[config.mk]
export PLATFORM = sky130hd
export DESIGN_NAME = target_place_ctrl
export DESIGN_NICKNAME = d
export VERILOG_FILES = /design/src/rtl/target_ctrl_pkg.sv /design/src/rtl/target_bounds_check.sv /design/src/rtl/target_place_ctrl.sv
export SDC_FILE = /design/constraint.sdc
export NUM_CORES = 1
export LEC_CHECK = 0
export CORE_AREA = 2 2 75 77
export DETAILED_ROUTE_END_ITERATION = 6
export DIE_AREA = 0 0 77 79
export PLACE_DENSITY = 0.74
export RECOVER_POWER = 50
export SLEW_MARGIN = 20
export SYNTH_ARGS = -nofsm -noshare
export SYNTH_HDL_FRONTEND = slang
export SYNTH_SLANG_ARGS = --single-unit
[constraint.sdc]
create_clock -name CLK -period 2.29 [get_ports CLK]
set_input_delay 0.5725 -clock CLK [delete_from_list [all_inputs] [get_ports CLK]]
set_output_delay 0.5725 -clock CLK [all_outputs]
set_load 0.02 [all_outputs]
[src/rtl/target_ctrl_pkg.sv]
// Shared types and constants for the frog-target placement logic.
package target_ctrl_pkg;

  // Target address layout: {x[7:0], y[6:0]}
  localparam int ADDR_W = 15;
  localparam int X_MSB  = 14;
  localparam int X_LSB  = 7;
  localparam int Y_MSB  = 6;
  localparam int Y_LSB  = 0;
  localparam int X_W    = X_MSB - X_LSB + 1;
  localparam int Y_W    = Y_MSB - Y_LSB + 1;

  // Visible playfield and placement defaults
  localparam int unsigned        DEFAULT_MAX_X         = 160;
  localparam int unsigned        DEFAULT_MAX_Y         = 120;
  localparam int unsigned        DEFAULT_MAX_TRIES     = 16;
  localparam logic [ADDR_W-1:0]  DEFAULT_FALLBACK_ADDR = 15'h2814;

  typedef enum logic [2:0] {
    ST_INIT,
    ST_SAMPLE,
    ST_CHECK,
    ST_QUERY,
    ST_ACTIVE
  } state_e;

endpackage

[src/rtl/target_bounds_check.sv]
// Combinational on-screen test for a packed {x, y} cell address.
module target_bounds_check
  import target_ctrl_pkg::*;
#(
  parameter int unsigned MAX_X = DEFAULT_MAX_X,
  parameter int unsigned MAX_Y = DEFAULT_MAX_Y
) (
  input  logic [ADDR_W-1:0] addr_i,
  output logic              in_range_o
);

  // One extra bit so a bound equal to 2**width still compares correctly
  localparam int XL_W = X_W + 1;
  localparam int YL_W = Y_W + 1;
  localparam logic [XL_W-1:0] MAX_X_L = XL_W'(MAX_X);
  localparam logic [YL_W-1:0] MAX_Y_L = YL_W'(MAX_Y);

  logic [X_W-1:0] x_field;
  logic [Y_W-1:0] y_field;

  assign x_field = addr_i[X_MSB:X_LSB];
  assign y_field = addr_i[Y_MSB:Y_LSB];

  // Unsigned compare of both fields against their exclusive upper bounds
  always_comb begin
    in_range_o = ({1'b0, x_field} < MAX_X_L) && ({1'b0, y_field} < MAX_Y_L);
  end

endmodule

[src/rtl/target_place_ctrl.sv]
// Target placement sequencer: draws random candidates, discards off-screen
// or occupied cells, and falls back to a fixed cell after too many misses.
module target_place_ctrl
  import target_ctrl_pkg::*;
#(
  parameter int unsigned       MAX_X         = DEFAULT_MAX_X,
  parameter int unsigned       MAX_Y         = DEFAULT_MAX_Y,
  parameter int unsigned       MAX_TRIES     = DEFAULT_MAX_TRIES,
  parameter logic [ADDR_W-1:0] FALLBACK_ADDR = DEFAULT_FALLBACK_ADDR
) (
  input  logic              CLK,
  input  logic              RESETN,
  input  logic              TARGET_ATE,
  output logic              GEN_REQ,
  input  logic [ADDR_W-1:0] RND_ADDR,
  output logic              OCC_REQ,
  output logic [ADDR_W-1:0] OCC_ADDR,
  input  logic              OCC_ACK,
  input  logic              OCC_HIT,
  output logic [ADDR_W-1:0] TARGET_ADDR,
  output logic              TARGET_VALID,
  output logic              BUSY,
  output logic              FALLBACK_USED,
  output logic [7:0]        EATEN_CNT
);

  localparam logic [7:0] TRIES_LIMIT = 8'(MAX_TRIES);

  state_e            state_q, state_d;
  logic [ADDR_W-1:0] cand_q, cand_d;
  logic [ADDR_W-1:0] target_q, target_d;
  logic [7:0]        tries_q, tries_d;
  logic [7:0]        eaten_q, eaten_d;
  logic              fb_q, fb_d;
  logic              cand_in_range;
  logic              reject;

  target_bounds_check #(
    .MAX_X (MAX_X),
    .MAX_Y (MAX_Y)
  ) u_bounds (
    .addr_i     (cand_q),
    .in_range_o (cand_in_range)
  );

  // Next-state and datapath updates for the placement sequence
  always_comb begin
    // NOTE: every variable gets a default first so no path leaves one unassigned (no latches).
    state_d  = state_q;
    cand_d   = cand_q;
    target_d = target_q;
    tries_d  = tries_q;
    eaten_d  = eaten_q;
    fb_d     = fb_q;
    reject   = 1'b0;

    unique case (state_q)
      ST_INIT: begin
        tries_d = '0;
        state_d = ST_SAMPLE;
      end
      ST_SAMPLE: begin
        cand_d  = RND_ADDR;
        tries_d = tries_q + 8'd1;
        state_d = ST_CHECK;
      end
      ST_CHECK: begin
        if (cand_in_range) state_d = ST_QUERY;
        else               reject  = 1'b1;
      end
      ST_QUERY: begin
        if (OCC_ACK) begin
          if (!OCC_HIT) begin
            target_d = cand_q;
            state_d  = ST_ACTIVE;
          end else begin
            reject = 1'b1;
          end
        end
      end
      ST_ACTIVE: begin
        if (TARGET_ATE) begin
          tries_d = '0;
          state_d = ST_SAMPLE;
          if (eaten_q != 8'hFF) eaten_d = eaten_q + 8'd1;
        end
      end
      default: state_d = ST_INIT;
    endcase

    // A rejected candidate either retries or, once the budget is spent,
    // places the fixed cell without asking the occupancy map.
    if (reject) begin
      if (tries_q == TRIES_LIMIT) begin
        target_d = FALLBACK_ADDR;
        fb_d     = 1'b1;
        state_d  = ST_ACTIVE;
      end else begin
        state_d  = ST_SAMPLE;
      end
    end
  end

  // State and datapath registers; reset aborts any search immediately
  always_ff @(posedge CLK or negedge RESETN) begin
    if (!RESETN) begin
      state_q  <= ST_INIT;
      cand_q   <= '0;
      target_q <= '0;
      tries_q  <= '0;
      eaten_q  <= '0;
      fb_q     <= 1'b0;
    end else begin
      // NOTE: non-blocking assignments so all registers update together at the edge.
      state_q  <= state_d;
      cand_q   <= cand_d;
      target_q <= target_d;
      tries_q  <= tries_d;
      eaten_q  <= eaten_d;
      fb_q     <= fb_d;
    end
  end

  // Handshake strobes decode straight from state, so they are mutually exclusive
  assign GEN_REQ       = (state_q == ST_SAMPLE);
  assign OCC_REQ       = (state_q == ST_QUERY);
  assign OCC_ADDR      = cand_q;
  assign TARGET_ADDR   = target_q;
  assign TARGET_VALID  = (state_q == ST_ACTIVE);
  // Gated by reset so every output reads 0 while RESETN is held low
  assign BUSY          = RESETN && (state_q != ST_ACTIVE);
  assign FALLBACK_USED = fb_q;
  assign EATEN_CNT     = eaten_q;

endmodule

# Word level (Yosys, flattened, before mapping)
# Cells that the tools add are included.
# Widths: inputs -> output; s select.
[totals]
reg_bits = 50
out_inout_bits = 43
[classes]
n_reduce_logical = 8
eq_ne = 12
order_cmp = 2
addsub = 2
muxes = 18
[op_table]
columns = ["cell", "n"]
rows = [
  ["$mux 15", 5],
  ["$pmux 8 s3", 1],
  ["$mux 3", 6],
  ["$add 8x1->8 const B", 2],
  ["$pmux 3 s5", 1],
  ["$eq 8x5->1 const B", 1],
  ["$lt 8x8->1 const B", 1],
  ["$mux 8", 1],
  ["$ne 8x8->1 const B", 1],
  ["$lt 7x7->1 const B", 1],
  ["$eq 3x2->1 const B", 2],
  ["$ne 3x2->1 const B", 2],
  ["$ne 3x3->1 const B", 2],
  ["$reduce_and 2->1", 2],
  ["$reduce_and 4->1", 1],
  ["$eq 3x1->1 const B", 1],
  ["$eq 3x3->1 const B", 1],
  ["$logic_not 3->1", 1],
  ["$mux 1", 3],
  ["$ne 3x1->1 const B", 1],
  ["$reduce_and 3->1", 1],
  ["$reduce_bool 3->1", 1],
  ["$logic_and 1x1->1", 2],
  ["$ne 2x2->1 const B", 1],
  ["$pmux 1 s2", 1],
]

# Depth between registers and ports, before layout
[logic_depth]
depth_word = 6
depth_mapped = 6
ltp_nobuf = 5

# Hierarchy
# From an unflattened synthesis, not the netlist that was laid out.
[unflattened]
hier_cells = 213
area_unflattened_um2 = 2318.5
[by_module_without_submodules]
columns = ["mod", "cells_per_inst", "n_inst", "area_each_um2", "seq_area_each_um2"]
rows = [
  ["target_place_ctrl", 211, 1, 2294.7, 1251.2],
  ["target_bounds_check", 2, 1, 23.8, 0.0],
]

# Least setup slack after synthesis
# No wires, ideal clock.
[synth_path]
path_type = "reg-to-output"
start = "reg state_q[0]"
end = "out BUSY"
stages_incl_launch_ff = 4
path_slack_ns = 0.294
path_buffers = 1
required_time_ns = 1.717
arrival_ns = 1.424
cell_sequence = "dfrtp_1 -> buf_6 -> nor3b_1 -> nor2b_1"
[synth_between]
elab_chain_cells = 2
[synth_lines]
columns = ["item", "line_no", "rtl"]
rows = [
  ["start, declared", "target_place_ctrl.sv:29", "state_e state_q, state_d;"],
  ["start signal, assigned", "target_place_ctrl.sv:115", "state_q <= state_d;"],
  ["$ne 3x3->1", "target_place_ctrl.sv:131", "assign BUSY = RESETN && (state_q != ST_ACTIVE);"],
  ["$logic_and 1x1->1", "target_place_ctrl.sv:131", ""],
  ["end, declared", "target_place_ctrl.sv:22", "output logic BUSY,"],
]
# Every way passes these cells.

# Final worst setup path
[layout_path]
start = "reg state_q[1]"
end = "out BUSY"
# Same word-level chain as after synthesis.

==> results.cfg <==
[status]
status = completed

[logic_synthesis]
ys_seq_area_frac = 0.547
synth-main-ff-cell = dfrtp_1
synth.largest_area_cell = dfrtp_1
synth.area.top_cells = dfrtp_1 55%, mux2_2 7.9%, mux2i_1 4.8%
yosysWarnings = 0
synth.cell_area_um2 = 2290
synthCells = 188
synth_cell_types = 40
syn_nets = 211
synth_edf_count = 0
synth.ff_latch_count = 50
synth_async_sr_flop_share = 1.00
synth_top_area_frac = 0.547
syn_avg_cell_area_um2 = 12.2

[route]
via_per_inst = 4.98
drt-total-wl_um = 4860
drt_pre_antenna_iters = 4
drc_errors = 0
drtIter0Drc = 70
wl_per_cell_um = 14.5
postRouteAntennaNets = 0
vias = 1663

[layout]
antenna_cells = 0
filler_cell_count = 468
drive_above_1_share = 0.160
stdcell_count = 334
nets = 284
area_growth_pct = 38.2

[floorplan]
die_h_um = 79
dieArea_um2 = 6080
design.core.area_um2 = 5340
dieWidth_um = 77
rows = 27
ios = 63
start_util = 0.429

[clocking]
cts_sinks = 50
cts_made_buffers = 5
clk_pin_slew_worst_paths_ps = 100
cts_hold_buffers = 0
cts_tree = built
worstSkewPairLatency_ps = 310
clockRootBuffer = clkbuf_8
cts_buffer_depth = 2
htree_levels = 2
cts_setup_buffers = 0

[timing]
fmax_ghz = 0.456
fin_tns_setup_ps = 0
min_period_ps = 2190
maxSlewViolCount = 0
tightest_slew_ps = 1200
timing.final.crit_share = 0.957
finalSetupViolCount = 0
clock_skew_ps = 13.8
slew_headroom = 0.198
rsz0062_at_grt = false
hold_viol_final = 0

[global_routing]
overflow = 0
grt_pass1_wl_um = 8250
track_usage = 0.175
grt_pass1_vias = 1714
grt_max_degree = 51
antenna_found_initial = 0

[setup_path]
worstSetupEndpointType = output port
ff2ff_path_depth = 7
crit_fanout = 3
critical_path_required_ps = 1720
critical_path_class = reg -> out
start_kind = flip-flop
crit_arrival_ps = 1620

[min_path]
holdPathStages = 1
hold_path.class = reg -> reg

[pwr]
leakagePower_nw = 1.36
ir_drop_mv = 0.785
power.density_nw_per_um2 = 1320

[placed_design]
dp_hpwl_um = 3430
place_inst = 326
routabilityCongestion = 0.744
io_buffers = 62

[run]
max-cap-violations = 0
==> stage by stage <==
stage	instance area [um^2]	utilization	hold WS, ps	setup slack, ps	total power (W)
after global routing	3160	0.593	512	14.9	0.00443
after detailed placement	3060	0.572	463	73.5	0.00355
after floorplan	2290	-	277	294	0.00263
after global placement	3060	0.572	460	188	0.00352
after CTS	3180	0.595	416	31.0	0.00422
final	3160	0.593	484	98.6	0.00416
==> critical path: stages (launching register included) <==
cell and delay, ps:
dfrtp_1 420, nor3b_4 290, nor2b_1 70, clkdlybuf4s50_1 540
==> cells in the mapped netlist, types with 2 or more instances <==
library cell   n
nor3b_1        3
a211oi_1       3
inv_1          5
nor3_1         4
nand3_1        6
mux2i_1       11
a2111oi_0      3
mux2_2        16
clkbuf_1       2
buf_2          2
nand4_1        3
buf_6          3
nor2b_1        7
nand2_1        9
a211o_1        4
xnor2_1        7
nor2_1        21
xor2_1         6
ha_1           3
dfrtp_1       50
==> power by group <==
part | total [W] | leakage (nW) | switching, W | internal, W
Clock | 0.000662 | 0.0618 | 0.000303 | 0.000360
Sequential | 0.00148 | 0.625 | 0.000266 | 0.00122
Combinational | 0.00202 | 0.671 | 0.000985 | 0.00103
Total | 0.00416 | 1.36 | 0.00155 | 0.00261
==> state kept, by name, indices dropped and copies added (netlist names) <==
signal / flops
FALLBACK_USED: 1
OCC_ADDR: 15
TARGET_ADDR: 15
state_q: 3
EATEN_CNT: 8
tries_q: 8
==> kinds of logic after synthesis <==
kind of cell             synth area share
multiplexers                        0.127
AND/OR/NAND/NOR                     0.147
XOR/XNOR                           0.0498
buffers and inverters              0.0306
AO/OA/AOI/OAI                      0.0826
flip-flops                          0.547
adder cells (fa/ha/maj)            0.0164
==> metal layers <==
| metal | share of wire | global-route usage | vias up |
|---|---|---|---|
| met5 | 0 | 0 | - |
| met4 | 0.011 | 0.0482 | 0 |
| met3 | 0.091 | 0.0750 | 6 |
| met2 | 0.46 | 0.280 | 56 |
| met1 | 0.44 | 0.218 | 792 |
| li1 | - | - | 809 |
==> worst paths after layout <==
path	startpoint	end	slack, ps
setup / recovery	state_q[1]	BUSY	100
hold / removal	FALLBACK_USED	FALLBACK_USED	480
setup reg to reg	state_q[2]	TARGET_ADDR[11]	410
hold reg to reg	FALLBACK_USED	FALLBACK_USED	480
max in group asynchronous	RESETN	tries_q[2]	880
min in group asynchronous	RESETN	state_q[0]	690
==> cells in the final DEF, fill, tap and decap left out, types with 5 or more instances in the layout <==
master	n
dfrtp_1	50
nand2_1	9
mux2_2	16
xnor2_1	7
clkdlybuf4s50_1	57
nor2_1	21
xor2_1	6
clkbuf_8	6
nand3_1	6
nor2b_1	7
mux2i_1	11
buf_4	8
inv_1	5
==> layout make-up <==
| class | count | area (um^2) | area share |
|---|---|---|---|
| clock inverter | 2 | 38.8 | 0.0123 |
| sequential | 50 | 1250 | 0.396 |
| multi-input combinational | 126 | 966 | 0.305 |
| timing repair buffer | 73 | 716 | 0.226 |
| tap | 72 | 90.1 | 0.0285 |
| clock buffer | 6 | 82.6 | 0.0261 |
| inverter | 5 | 18.8 | 0.00593 |
==> what timing repair did <==
| action | in CTS | in global routing |
|---|---|---|
| setup endpoints to repair | 4 | 1 |
| pin swaps | 0 | 0 |
| endpoints found under the hold margin | 0 | 0 |
| resized for setup | 4 | 1 |
| gates cloned | 0 | 0 |
Note: power is estimated with default switching activity, not from simulation.
